[src/rtl/shift_sub_divider.sv]
// Restoring shift-subtract unsigned divider, 2N-bit dividend by N-bit divisor.
// Latency: 2N+1 cycles from the accepting edge to Done; divide-by-zero 1 cycle.
// Backpressure: Start is a held level; Done stays high until Start drops.
//
// Ports:
//   Clock, Reset       : rising-edge clock, synchronous active-high reset
//   Start              : level request, sampled only while idle
//   Dividend, Divisor  : operands, captured on the accepting edge only
//   Quotient, Remainder: registered result of the last completed operation
//   DivByZero          : registered, set when the last operation had Divisor = 0
//   Done               : registered completion flag
module shift_sub_divider #(
  parameter int N = 8
) (
  input  logic           Clock,
  input  logic           Reset,
  input  logic           Start,
  input  logic [2*N-1:0] Dividend,
  input  logic [N-1:0]   Divisor,
  output logic [2*N-1:0] Quotient,
  output logic [N-1:0]   Remainder,
  output logic           DivByZero,
  output logic           Done
);

  localparam int QW = 2 * N;
  localparam int RW = N + 1;
  localparam int CW = $clog2(QW) + 1;
  // The counter reaching 2N means every quotient bit has been produced.
  localparam logic [CW-1:0] LAST_CNT = CW'(QW);

  typedef enum logic [1:0] {
    IDLE = 2'd0,
    WORK = 2'd1,
    DONE = 2'd2
  } state_t;

  state_t        state;
  logic [RW-1:0] rem_reg;   // partial remainder
  logic [QW-1:0] quo_reg;   // dividend bits shift out the top, quotient bits in the bottom
  logic [N-1:0]  dvs_reg;   // divisor latched at accept
  logic [CW-1:0] cnt_reg;   // iterations completed

  logic [RW-1:0] shifted;
  logic [RW-1:0] trial;

  // One restoring step: bring the next dividend bit into the partial
  // remainder and try subtracting the divisor. The cast drops the top bit
  // of the old remainder, which is always zero because the remainder is
  // kept below the divisor between steps.
  always_comb begin
    shifted = RW'({rem_reg, quo_reg[QW-1]});
    trial   = shifted - {1'b0, dvs_reg};
  end

  always_ff @(posedge Clock) begin
    if (Reset) begin
      state     <= IDLE;
      rem_reg   <= '0;
      quo_reg   <= '0;
      dvs_reg   <= '0;
      cnt_reg   <= '0;
      Quotient  <= '0;
      Remainder <= '0;
      DivByZero <= 1'b0;
      Done      <= 1'b0;
    end else begin
      case (state)
        IDLE: begin
          Done <= 1'b0;
          if (Start) begin
            if (Divisor == '0) begin
              // No iterations needed: publish the saturated result at once.
              Quotient  <= '1;
              Remainder <= '0;
              DivByZero <= 1'b1;
              Done      <= 1'b1;
              state     <= DONE;
            end else begin
              quo_reg <= Dividend;
              rem_reg <= '0;
              dvs_reg <= Divisor;
              cnt_reg <= '0;
              state   <= WORK;
            end
          end
        end

        WORK: begin
          if (cnt_reg == LAST_CNT) begin
            // Outputs only move here, so they hold the previous result
            // for the whole of the working phase.
            Quotient  <= quo_reg;
            Remainder <= rem_reg[N-1:0];
            DivByZero <= 1'b0;
            Done      <= 1'b1;
            state     <= DONE;
          end else begin
            if (!trial[N]) begin
              rem_reg <= trial;
              quo_reg <= {quo_reg[QW-2:0], 1'b1};
            end else begin
              rem_reg <= shifted;
              quo_reg <= {quo_reg[QW-2:0], 1'b0};
            end
            cnt_reg <= cnt_reg + 1'b1;
          end
        end

        DONE: begin
          // Hold the handshake until the requester lets go of Start.
          if (!Start) begin
            Done  <= 1'b0;
            state <= IDLE;
          end else begin
            Done <= 1'b1;
          end
        end

        default: begin
          Done  <= 1'b0;
          state <= IDLE;
        end
      endcase
    end
  end

endmodule
[config.mk]
export PLATFORM = sky130hd
export DESIGN_NAME = shift_sub_divider
export DESIGN_NICKNAME = d
export VERILOG_FILES = /design/src/rtl/shift_sub_divider.sv
export SDC_FILE = /design/constraint.sdc
export NUM_CORES = 1
export LEC_CHECK = 0
export ABC_AREA = 1
export CAP_MARGIN = 20
export CORE_ASPECT_RATIO = 1.1
export CORE_MARGIN = 2
export CORE_UTILIZATION = 57
export CTS_CLUSTER_DIAMETER = 40
export CTS_CLUSTER_SIZE = 40
export DETAILED_ROUTE_END_ITERATION = 10
export GPL_TIMING_DRIVEN = 0
export PLACE_DENSITY = 0.85
export SKIP_LAST_GASP = 1
export SLEW_MARGIN = 5
export SYNTH_ARGS = -nofsm -noshare
export SYNTH_HDL_FRONTEND = slang
export SYNTH_SLANG_ARGS = --single-unit
[constraint.sdc]
create_clock -name Clock -period 3 [get_ports Clock]
set_input_delay 0.45 -clock Clock [delete_from_list [all_inputs] [get_ports Clock]]
set_output_delay 0.45 -clock Clock [all_outputs]
set_load 0.01 [all_outputs]
# Word-level counts from Yosys, hierarchy flattened
# Index checks and enable logic that the tools add are counted.
[totals] register_bits=65 latchBits=0 ramBits=0 rom_bits=0 in_bits=27 out_inout_bits=26 elab_cells=64 mem_count=0
[classes] addsub=2 multipliers=0 div_mod_pow=0 magnitude_cmp=0 eq_ne=9 shift=0 muxes=36 bitwise=1 n_reduce_logical=7
[op_table] operator="16-bit 2-to-1 mux" count=6
[op_table] operator="16-bit one-hot mux with 2 select lines" count=2
[op_table] operator="8-bit 2-to-1 mux" count=7
[op_table] operator="8-bit one-hot mux with 2 select lines" count=2
[op_table] operator="5-bit 2-to-1 mux" count=3
[op_table] operator="2-bit inequality test (second input constant)" count=6
[op_table] operator="5-bit one-hot mux with 2 select lines" count=1
[op_table] operator="9-bit by 8-bit subtractor with 9-bit output" count=1
[op_table] operator="8-bit zero test" count=1
[op_table] operator="1-bit 2-to-1 mux" count=8
[op_table] operator="2-bit 2-to-1 mux" count=4
[op_table] operator="4-bit AND reduction" count=2
[op_table] operator="2-bit one-hot mux with 3 select lines" count=1
[op_table] operator="3-bit AND reduction" count=2
[op_table] operator="5-bit by 1-bit adder with 5-bit output (second input constant)" count=1
[op_table] operator="5-bit equality test (second input constant)" count=1
[op_table] operator="1-bit one-hot mux with 3 select lines" count=1
[op_table] operator="2-bit by 1-bit equality test with 1-bit output (second input constant)" count=1
[op_table] operator="2-bit equality test (second input constant)" count=1
[op_table] operator="2-bit zero test" count=1
[op_table] operator="1-bit one-hot mux with 2 select lines" count=1
[op_table] operator="2-bit nonzero test" count=1
[op_table] operator="1-bit NOT" count=1

# Depth between registers and ports, before layout
# Gate-level depths: netlist of the first run.
[depth] word_depth=4 depth_mapped=13 mapped_depth_nobuf=13

# Worst setup path before layout of the first run
# No wires, ideal clock.
[synth_path] path_kind="reg-to-reg" from="reg quo_reg[15]" to="reg rem_reg[6]" setup_ps=70 arrival_time_ps=1742 t_required_ps=2930 path_slack_ps=1187 stages_incl_launch_ff=14 path_buffers=0 synth_period_minus_slack_ps=1813 cell_sequence="dfxtp_1 > inv_1 > ha_1 > inv_1 > fa_1 > nand3_1 > nand2_1 > nand2_1 > nand2_1 > nand2_1 > nand2_1 > nand2_1 > nand3_1 > a21oi_1"
[synth_between] elab_chain_len=4
[synth_lines] item="from (decl)" line="40" rtl="logic [QW-1:0] quo_reg;"
[synth_lines] item="from (signal assigned)" line="80" rtl="quo_reg <= Dividend;"
[synth_lines] item="from (signal assigned)" line="101" rtl="quo_reg <= {quo_reg[QW-2:0], 1'b1};"
[synth_lines] item="from (signal assigned)" line="104" rtl="quo_reg <= {quo_reg[QW-2:0], 1'b0};"
[synth_lines] item="9-bit by 8-bit subtractor with 9-bit output" line="53" rtl="trial = shifted - {1'b0, dvs_reg};"
[synth_lines] item="8-bit 2-to-1 mux" line="99" rtl="if (!trial[N]) begin"
[synth_lines] item="8-bit 2-to-1 mux" line="90" rtl="if (cnt_reg == LAST_CNT) begin"
[synth_lines] item="8-bit one-hot mux with 2 select lines" line="68" rtl="case (state)"
[synth_lines] item="to (signal assigned)" line="100" rtl="rem_reg <= trial;"
[synth_lines] item="to (signal assigned)" line="103" rtl="rem_reg <= shifted;"
[synth_lines] item="to (decl)" line="39" rtl="logic [RW-1:0] rem_reg;"
# Every way passes these cells. The select of a mux whose other input is x is not followed.
# A chain may end at the register's enable or synchronous reset.

# Final worst setup path of the first run
[layout_path] from="reg quo_reg[15]" to="reg rem_reg[2]"
# The elaborated chain is that of the path after synthesis.

==> impl_summary.log, run 1 <==
[metrics] CTS sink cnt: 65
[metrics] routing usage on met2: 0.451
[metrics] maximum number of pins on one net before global-route repair: 13
[metrics] Layout Area Growth over Synthesis: 26.2%
[metrics] root buf cell: clkbuf_8
[metrics] via count of the first global-routing pass: 2867
[metrics] Die ar.: around 0.0062 mm2
[metrics] first-pass GRT wire length: 12800 um
[metrics] number of placed cells counting well taps: 556
[metrics] Inserted Clock Buffers: 9
[metrics] number of endpoints with negative hold slack in the final report: 0
[metrics] status: complete, no violations
[metrics] die width: ~75 um
[metrics] num rows: 28
[metrics] clock insertion delay at the later pin of the skew report: around 0.35 ns
[metrics] routed vias/inst: 5.51
[metrics] cell area after technology mapping: 0.00318 mm2
[metrics] slew at the pin with the worst max-slew slack: 0.746 ns
[metrics] RSZ-0062 raised after global routing: no
[metrics] Fin Setup TNS: 0 ns
[metrics] static leakage: 1.62 nW
[metrics] Max Clock Skew: between 0.01 and 0.015 ns
[metrics] synthesized area per cell: between 7 and 8 um2
[metrics] type of the setup path with the least slack: reg -> reg
[metrics] leading cell types in the layout, fill and taps excluded: nand2_1, dfxtp_1, a21oi_1, clkdlybuf4s50_1, nor2_1
[metrics] largest fanout of any net on the critical path: 8
[metrics] crit path buf inv count: 2
[metrics] global route overflow: 0
[metrics] final total power: between 2 and 3 mW
[metrics] post-detailed-placement cell area: 0.00378 mm2
[metrics] via count: 3152
[metrics] count of cell types in the netlist: 29
[metrics] number of buffers inserted by hold repair at cts: 0
[metrics] Port-buffer cells: just over 50
[metrics] min-delay worst type: reg -> reg
[metrics] peak supply drop: 398 uV
[metrics] clock slew at reported path FFs: ~0.08 ns
[metrics] minimum clock period: 2.15 ns
[metrics] Finish-stage setup viols: 0
[metrics] grt met3 use: 0.0631
[metrics] busiest layer in global routing: met2
[metrics] level count of the clock H-tree: 3
[metrics] TritonCTS clock tree: yes
[metrics] Seq cells post-synth: 65
[metrics] number of antenna violations at the first check in global routing: 0
[metrics] global-route met1 utilization: 0.336
[metrics] cell class contributing the biggest share of worst-path delay: simple AND/OR/NAND/NOR gates
[metrics] antenna fix cells: 0
[metrics] ratio of cells with drive above 1 in the final layout: 0.0785
[metrics] number of buffers on the longest clock path: 2
[metrics] power density of the placed cells: 655 mW/mm2
[metrics] number of standard cells in the layout, taps in and fillers out: 572
[metrics] remaining routing DRC violations: 0
[metrics] post-route cell area: 0.00401 mm2
[metrics] Peak Freq: 466 MHz
[metrics] kind of end point of the critical path: flop
[metrics] dpl hpwl: 5860 um
[metrics] MaxCap Viol Count: 0
[metrics] remaining antenna violation count: 0
[metrics] Slowest-stage cell, CP: fa_1
[metrics] placeable core region: 0.00540 mm2
[metrics] DRT iter0 DRCs: 210
[metrics] global-route total usage across every layer: 0.276
[metrics] CP max stage delay: ~0.4 ns
[metrics] number of ports placed on the die boundary: 53
[metrics] total number of yosys warnings: 0
[metrics] layout net count: 530
[metrics] Placer Congestion: approximately 0.85
[metrics] Crit path required time: 3.27 ns
[metrics] total wirelength of the detailed-routed design: 8060 um
[metrics] leading cell type in the layout, fill and taps excluded: nand2_1
[metrics] initial standard-cell utilization of the core: 0.589
[metrics] Final Max Tran Viols: 0
[metrics] post-synthesis instance total: 430
[metrics] worst max-slew margin expressed relative to the limit: 0.499
[metrics] Period Utilization, post-route: 0.715
[metrics] library cell appearing most often on the critical path: nand2_1
[metrics] quantity of gates resized following cts: 0
[metrics] series of cell instances along the critical path: inv_1 > ha_1 > inv_1 > fa_1 > nand3_1 > nand2_1 > nand2_1 > nand2_1 > nand2_1 > nand2_1 > nand2_1 > nand3_1 > a21oi_1
[metrics] Initial DRT Pass Iterations: 5
[metrics] Startpoint Class: flop
[metrics] wire per inst: 14.1 um
[metrics] arrival time of data at the critical path endpoint: 2.42 ns
[metrics] postcts setup bufs: 0
[metrics] post-synthesis net count: 468
[metrics] sequential share of the synthesized area: 0.409
[metrics] register-to-register setup slack: ~0.85 ns
[metrics] height of the die: 82.3 um
stage by stage:
stage / utilization / hold slack [ns] / setup slack (ns)
4_1_cts: 0.743 / 0.463 / 0.906
2_1_floorplan: - / 0.433 / 1.19
3_3_place_gp: 0.701 / 0.445 / 0.615
6_report: 0.743 / 0.460 / 0.854
5_1_grt: 0.743 / 0.479 / 0.688
3_5_place_dp: 0.701 / 0.451 / 0.594
layout make-up:
type | count | area, um2
clock buffer | 10 | 138
tap | 75 | 93.8
inverter | 38 | 143
fill | 436 | 1390
multi-input combinational | 304 | 1610
clock inverter | 6 | 90.1
sequential | 65 | 1300
timing repair buffer | 51 | 510
buffer | 23 | 128
where the power goes:
group,internal [mW],total [mW],switching [mW]
clock,0.493,0.851,0.358
sequential,0.952,1.01,0.0573
combinational,0.312,0.767,0.454
metal layers:
layer	part of all wire	vias up
li1	-	1543
met1	0.41	1431
met2	0.47	147
met3	0.085	31
met4	0.032	0
met5	0	-
cells by family (layout without fill, tap and decap cells):
group	after synthesis	after routing	share of synthesized area
buf+inv	61	128	0.0850
flops	65	65	0.409
fa+ha+maj	11	11	0.0457
compound gates	102	102	0.190
simple gates	187	187	0.259
xor+xnor	4	4	0.0110
tightest hold or removal path, delay by kind of cell, from the launching register on:
| kind | cells | cell delay (ns) |
|---|---|---|
| flops | 1 | 0.31 |
| simple gates | 1 | 0.06 |
| compound gates | 1 | 0.05 |
final timing paths:
| path | startpoint | cells after the start | to |
|---|---|---|---|
| setup / recovery | quo_reg[15]$_SDFFE_PP0P_ | 13 | rem_reg[2]$_SDFFE_PP0P_ |
| hold / removal | Quotient[6]$_SDFFE_PP0P_ | 2 | Quotient[6]$_SDFFE_PP0P_ |
| setup reg to reg | quo_reg[15]$_SDFFE_PP0P_ | 13 | rem_reg[2]$_SDFFE_PP0P_ |
| hold reg to reg | Quotient[6]$_SDFFE_PP0P_ | 2 | Quotient[6]$_SDFFE_PP0P_ |
cells in the mapped netlist:
library cell	count	area (um2)
o21ai_1	1	5.00
a31oi_1	1	6.26
clkbuf_1	9	33.8
o21bai_1	14	105
dfxtp_1	65	1300
inv_2	4	15.0
a21oi_1	51	255
buf_6	3	33.8
nor3b_1	1	7.51
fa_1	1	20.0
buf_4	2	15.0
o211ai_1	1	7.51
buf_2	9	45.0
nand2_1	96	360
nor3_1	1	5.00
or2_1	1	6.26
nand3b_1	19	143
inv_1	34	128
xnor2_1	3	26.3
nand2_2	2	12.5
a211oi_4	1	20.0
xor2_1	1	8.76
nand2_4	1	11.3
o21ai_2	1	8.76
ha_1	10	125
o21ai_0	18	90.1
a211oi_1	14	105
nor2_1	42	158
nand3_1	24	120
No activity file was read; power rests on OpenSTA's default activity.
==> inputs of run 2 (changes only) <==
--- a/config.mk
+++ b/config.mk
@@ -9,12 +9,12 @@
 export CAP_MARGIN = 20
 export CORE_ASPECT_RATIO = 1.1
 export CORE_MARGIN = 2
-export CORE_UTILIZATION = 57
+export CORE_UTILIZATION = 48
 export CTS_CLUSTER_DIAMETER = 40
 export CTS_CLUSTER_SIZE = 40
 export DETAILED_ROUTE_END_ITERATION = 10
 export GPL_TIMING_DRIVEN = 0
-export PLACE_DENSITY = 0.85
+export PLACE_DENSITY = 0.76
 export SKIP_LAST_GASP = 1
 export SLEW_MARGIN = 5
 export SYNTH_ARGS = -nofsm -noshare
==> constraint.sdc (replaced) <==
create_clock -name Clock -period 1.9 [get_ports Clock]
set_input_delay 0.285 -clock Clock [delete_from_list [all_inputs] [get_ports Clock]]
set_output_delay 0.285 -clock Clock [all_outputs]
set_load 0.01 [all_outputs]
==> impl_summary.log, run 2 (synthesized netlist as in run 1, its figures left out) <==
[metrics] layout net count: 542 (+2.3%)
[metrics] Layout Area Growth over Synthesis: 33.3%
[metrics] remaining antenna violation count: 0 (unchanged)
[metrics] routing usage on met2: 0.432 (-0.0187)
[metrics] antenna fix cells: 0 (unchanged)
[metrics] min-delay worst type: in -> reg
[metrics] switching part of the total: 0.367 (+0.0357)
[metrics] grt met3 use: 0.0616 (-0.00149)
[metrics] final total power: 4.15 mW (+58%)
[metrics] Seq pwr share: 0.385 (about the same)
[metrics] Peak Freq: 529 MHz (+14%)
[metrics] clock network power share: 0.263 (-0.061)
[metrics] dpl hpwl: 5950 um (+1.6%)
[metrics] level count of the clock H-tree: 3 (unchanged)
[metrics] peak supply drop: 495 uV (+25%)
[metrics] Worst Reg-to-Reg Cells: 12 (-1)
[metrics] number of cells traversed by the worst hold path: 2 (unchanged)
[metrics] Finish-stage setup viols: 0 (unchanged)
[metrics] number of antenna violations at the first check in global routing: 0 (unchanged)
[metrics] beginning of the worst register-to-register path: quo_reg[15]$_SDFFE_PP0P_
[metrics] type of the setup path with the least slack: reg -> reg
[metrics] total wirelength of the detailed-routed design: 8800 um (+9.2%)
[metrics] via count: 3102 (-1.6%)
[metrics] CTS sink cnt: 65 (unchanged)
[metrics] clock slew at reported path FFs: 0.08 ns (about the same)
[metrics] height of the die: 89.3 um (+8.5%)
[metrics] num rows: 31 (+11%)
[metrics] series of cell instances along the critical path: inv_2 > ha_4 > inv_2 > fa_2 > nand3_2 > nand2_4 > nand2_4 > nand3_2 > nand2_4 > nand2_1 > nand3_1 > a21oi_2
[metrics] DRT iter0 DRCs: 175 (-17%)
[metrics] CP max stage delay: 0.37 ns (-0.03 ns)
[metrics] Placer Congestion: 0.916 (+8.3%)
[metrics] Max Clock Skew: 0.0180 ns (+0.00746 ns)
[metrics] global-route total usage across every layer: 0.245 (-0.0317)
[metrics] Crit path required time: 2.12 ns (-1.15 ns)
[metrics] maximum number of pins on one net before global-route repair: 13 (unchanged)
[metrics] capture point of the worst reg-to-reg path: rem_reg[0]$_SDFFE_PP0P_
[metrics] library cell appearing most often on the critical path: nand2_4
[metrics] clock insertion delay at the later pin of the skew report: 0.36 ns (about the same)
[metrics] remaining routing DRC violations: 0 (unchanged)
[metrics] TritonCTS clock tree: yes
[metrics] number of placed cells counting well taps: 563 (+1.3%)
[metrics] leading cell types in the layout, fill and taps excluded: nand2_1, dfxtp_1, clkdlybuf4s50_1
[metrics] kind of end point of the critical path: flop
[metrics] ratio of cells with drive above 1 in the final layout: 0.169 (+0.0905)
[metrics] arrival time of data at the critical path endpoint: 2.11 ns (-0.31 ns)
[metrics] first-pass GRT wire length: 13300 um (+3.5%)
[metrics] Die ar.: 0.00729 mm2 (+18%)
[metrics] number of ports placed on the die boundary: 53 (unchanged)
[metrics] Port-buffer cells: 51 (unchanged)
[metrics] initial standard-cell utilization of the core: 0.488 (-0.101)
[metrics] Startpoint Class: flop
[metrics] global route overflow: 0 (unchanged)
[metrics] root buf cell: clkbuf_8
[metrics] register-to-register setup slack: 0.01 ns (-0.84 ns)
[metrics] leading cell type in the layout, fill and taps excluded: nand2_1
[metrics] largest fanout of any net on the critical path: 8 (unchanged)
[metrics] static leakage: 1.70 nW (+4.7%)
[metrics] Inserted Clock Buffers: 9 (unchanged)
[metrics] number of standard cells in the layout, taps in and fillers out: 591 (+3.3%)
[metrics] Gate power share: 0.353 (+0.061)
[metrics] Slowest-stage cell, CP: fa_2
[metrics] via count of the first global-routing pass: 2879 (+0.42%)
[metrics] placeable core region: 0.00652 mm2 (+21%)
[metrics] hold path startpoint: Reset
[metrics] die width: 81.6 um (+8.5%)
[metrics] post-detailed-placement cell area: 0.00379 mm2 (+0.23%)
[metrics] worst max-slew margin expressed relative to the limit: 0.569 (+0.0699)
[metrics] minimum clock period: 1.89 ns (-0.257 ns)
[metrics] Period Utilization, post-route: 0.994 (+0.279)
[metrics] number of endpoints with negative hold slack in the final report: 0 (unchanged)
[metrics] Initial DRT Pass Iterations: 4 (-1)
[metrics] global-route met1 utilization: 0.282 (-0.0534)
[metrics] slew at the pin with the worst max-slew slack: 0.646 ns (-0.0999 ns)
[metrics] crit path buf inv count: 2 (unchanged)
[metrics] cell-internal power: 2.63 mW (+50%)
[metrics] status: complete, no violations
[metrics] number of buffers on the longest clock path: 2 (unchanged)
[metrics] cell class contributing the biggest share of worst-path delay: simple AND/OR/NAND/NOR gates
[metrics] routed vias/inst: 5.25 (-4.8%)
[metrics] busiest layer in global routing: met2
[metrics] post-route cell area: 0.00424 mm2 (+5.6%)
[metrics] power density of the placed cells: 981 mW/mm2 (+50%)
[metrics] MaxCap Viol Count: 0 (unchanged)
[metrics] Final Max Tran Viols: 0 (unchanged)
[metrics] net switching power of the design: 1.52 mW (+75%)
[metrics] wire per inst: 14.9 um (+5.7%)
[metrics] RSZ-0062 raised after global routing: yes
[metrics] end of the worst hold path: quo_reg[1]$_SDFFE_PP0P_
[run 2: how the worst max path moves through the flow]
| stage | depth (start not counted) | slack, ns | end | start |
|---|---|---|---|---|
| CTS | 10 | 0.009 | rem_reg[6]$_SDFFE_PP0P_ | rem_reg[4]$_SDFFE_PP0P_ |
| finish | 12 | 0.01 | rem_reg[0]$_SDFFE_PP0P_ | quo_reg[15]$_SDFFE_PP0P_ |
| detailed placement | 8 | -0.39 | Remainder[7]$_SDFFE_PP0P_ | Divisor[5] |
| global route | 13 | -0.07 | rem_reg[5]$_SDFFE_PP0P_ | quo_reg[15]$_SDFFE_PP0P_ |
| global placement | 8 | -0.34 | Remainder[7]$_SDFFE_PP0P_ | Divisor[5] |
| floorplan | 13 | 0.09 | rem_reg[6]$_SDFFE_PP0P_ | quo_reg[15]$_SDFFE_PP0P_ |
[run 2: power by group through the flow]
stage	Clock (mW)	Combinational (mW)	Sequential (mW)
2_1_floorplan	0	0.842	1.61
3_3_place_gp	0	1.16	1.62
3_5_place_dp	0	1.19	1.62
4_1_cts	1.10	1.27	1.59
5_1_grt	1.17	1.61	1.61
6_report	1.09	1.47	1.60
[run 2: area by class of cell]
type	instances	area [um2]
clock buffers	10	138
flip-flops and latches	65	1310
well taps	82	103
inverters	38	143
multi-input cells	304	1760
plain buffers	23	145
clock inverters	6	41.3
repair buffers	63	604
fillers	582	2280
[run 2: routing by layer]
metal	vias to the layer above	wire, um	share of wire
met2	97	4320	0.49
met4	0	105	0.012
li1	1571	-	-
met1	1424	3790	0.43
met5	-	0	0
met3	10	591	0.067
[run 2: repair_timing]
item / CTS / global route
endpoints found under the hold margin: 0 / 0
endpoints found under the setup margin: 29 / 42
buffers inserted: 4 / 8
pin swaps: 4 / 17
hold buffers: 0 / 0
gates resized for setup: 13 / 42
[run 2: worst reg2reg max path, cell delays in order (launching register included)]
cell	delay [ns]
dfxtp_2	0.33
inv_2	0.09
ha_4	0.14
inv_2	0.04
fa_2	0.37
nand3_2	0.09
nand2_4	0.07
nand2_4	0.10
nand3_2	0.12
nand2_4	0.14
nand2_1	0.06
nand3_1	0.12
a21oi_2	0.07
[run 2: through the flow]
stage	hold slack, ns	TNS [ns]	utilization	setup WS [ns]
floorplan	0.432	0	-	0.0872
global placement	0.446	-7.87	0.582	-0.337
detailed placement	0.451	-10.54	0.582	-0.390
CTS	0.363	0	0.620	0.00931
global route	0.396	-0.504	0.650	-0.0664
finish	0.378	0	0.650	0.0112
==> inputs of run 3 (changes only) <==
--- a/config.mk
+++ b/config.mk
@@ -6,7 +6,7 @@
 export NUM_CORES = 1
 export LEC_CHECK = 0
 export ABC_AREA = 1
-export CAP_MARGIN = 20
+export ABC_CLOCK_PERIOD_IN_PS = 1900
 export CORE_ASPECT_RATIO = 1.1
 export CORE_MARGIN = 2
 export CORE_UTILIZATION = 48
==> results of run 3 <==
Final layout, timing and power as in run 2 (identical DEF).
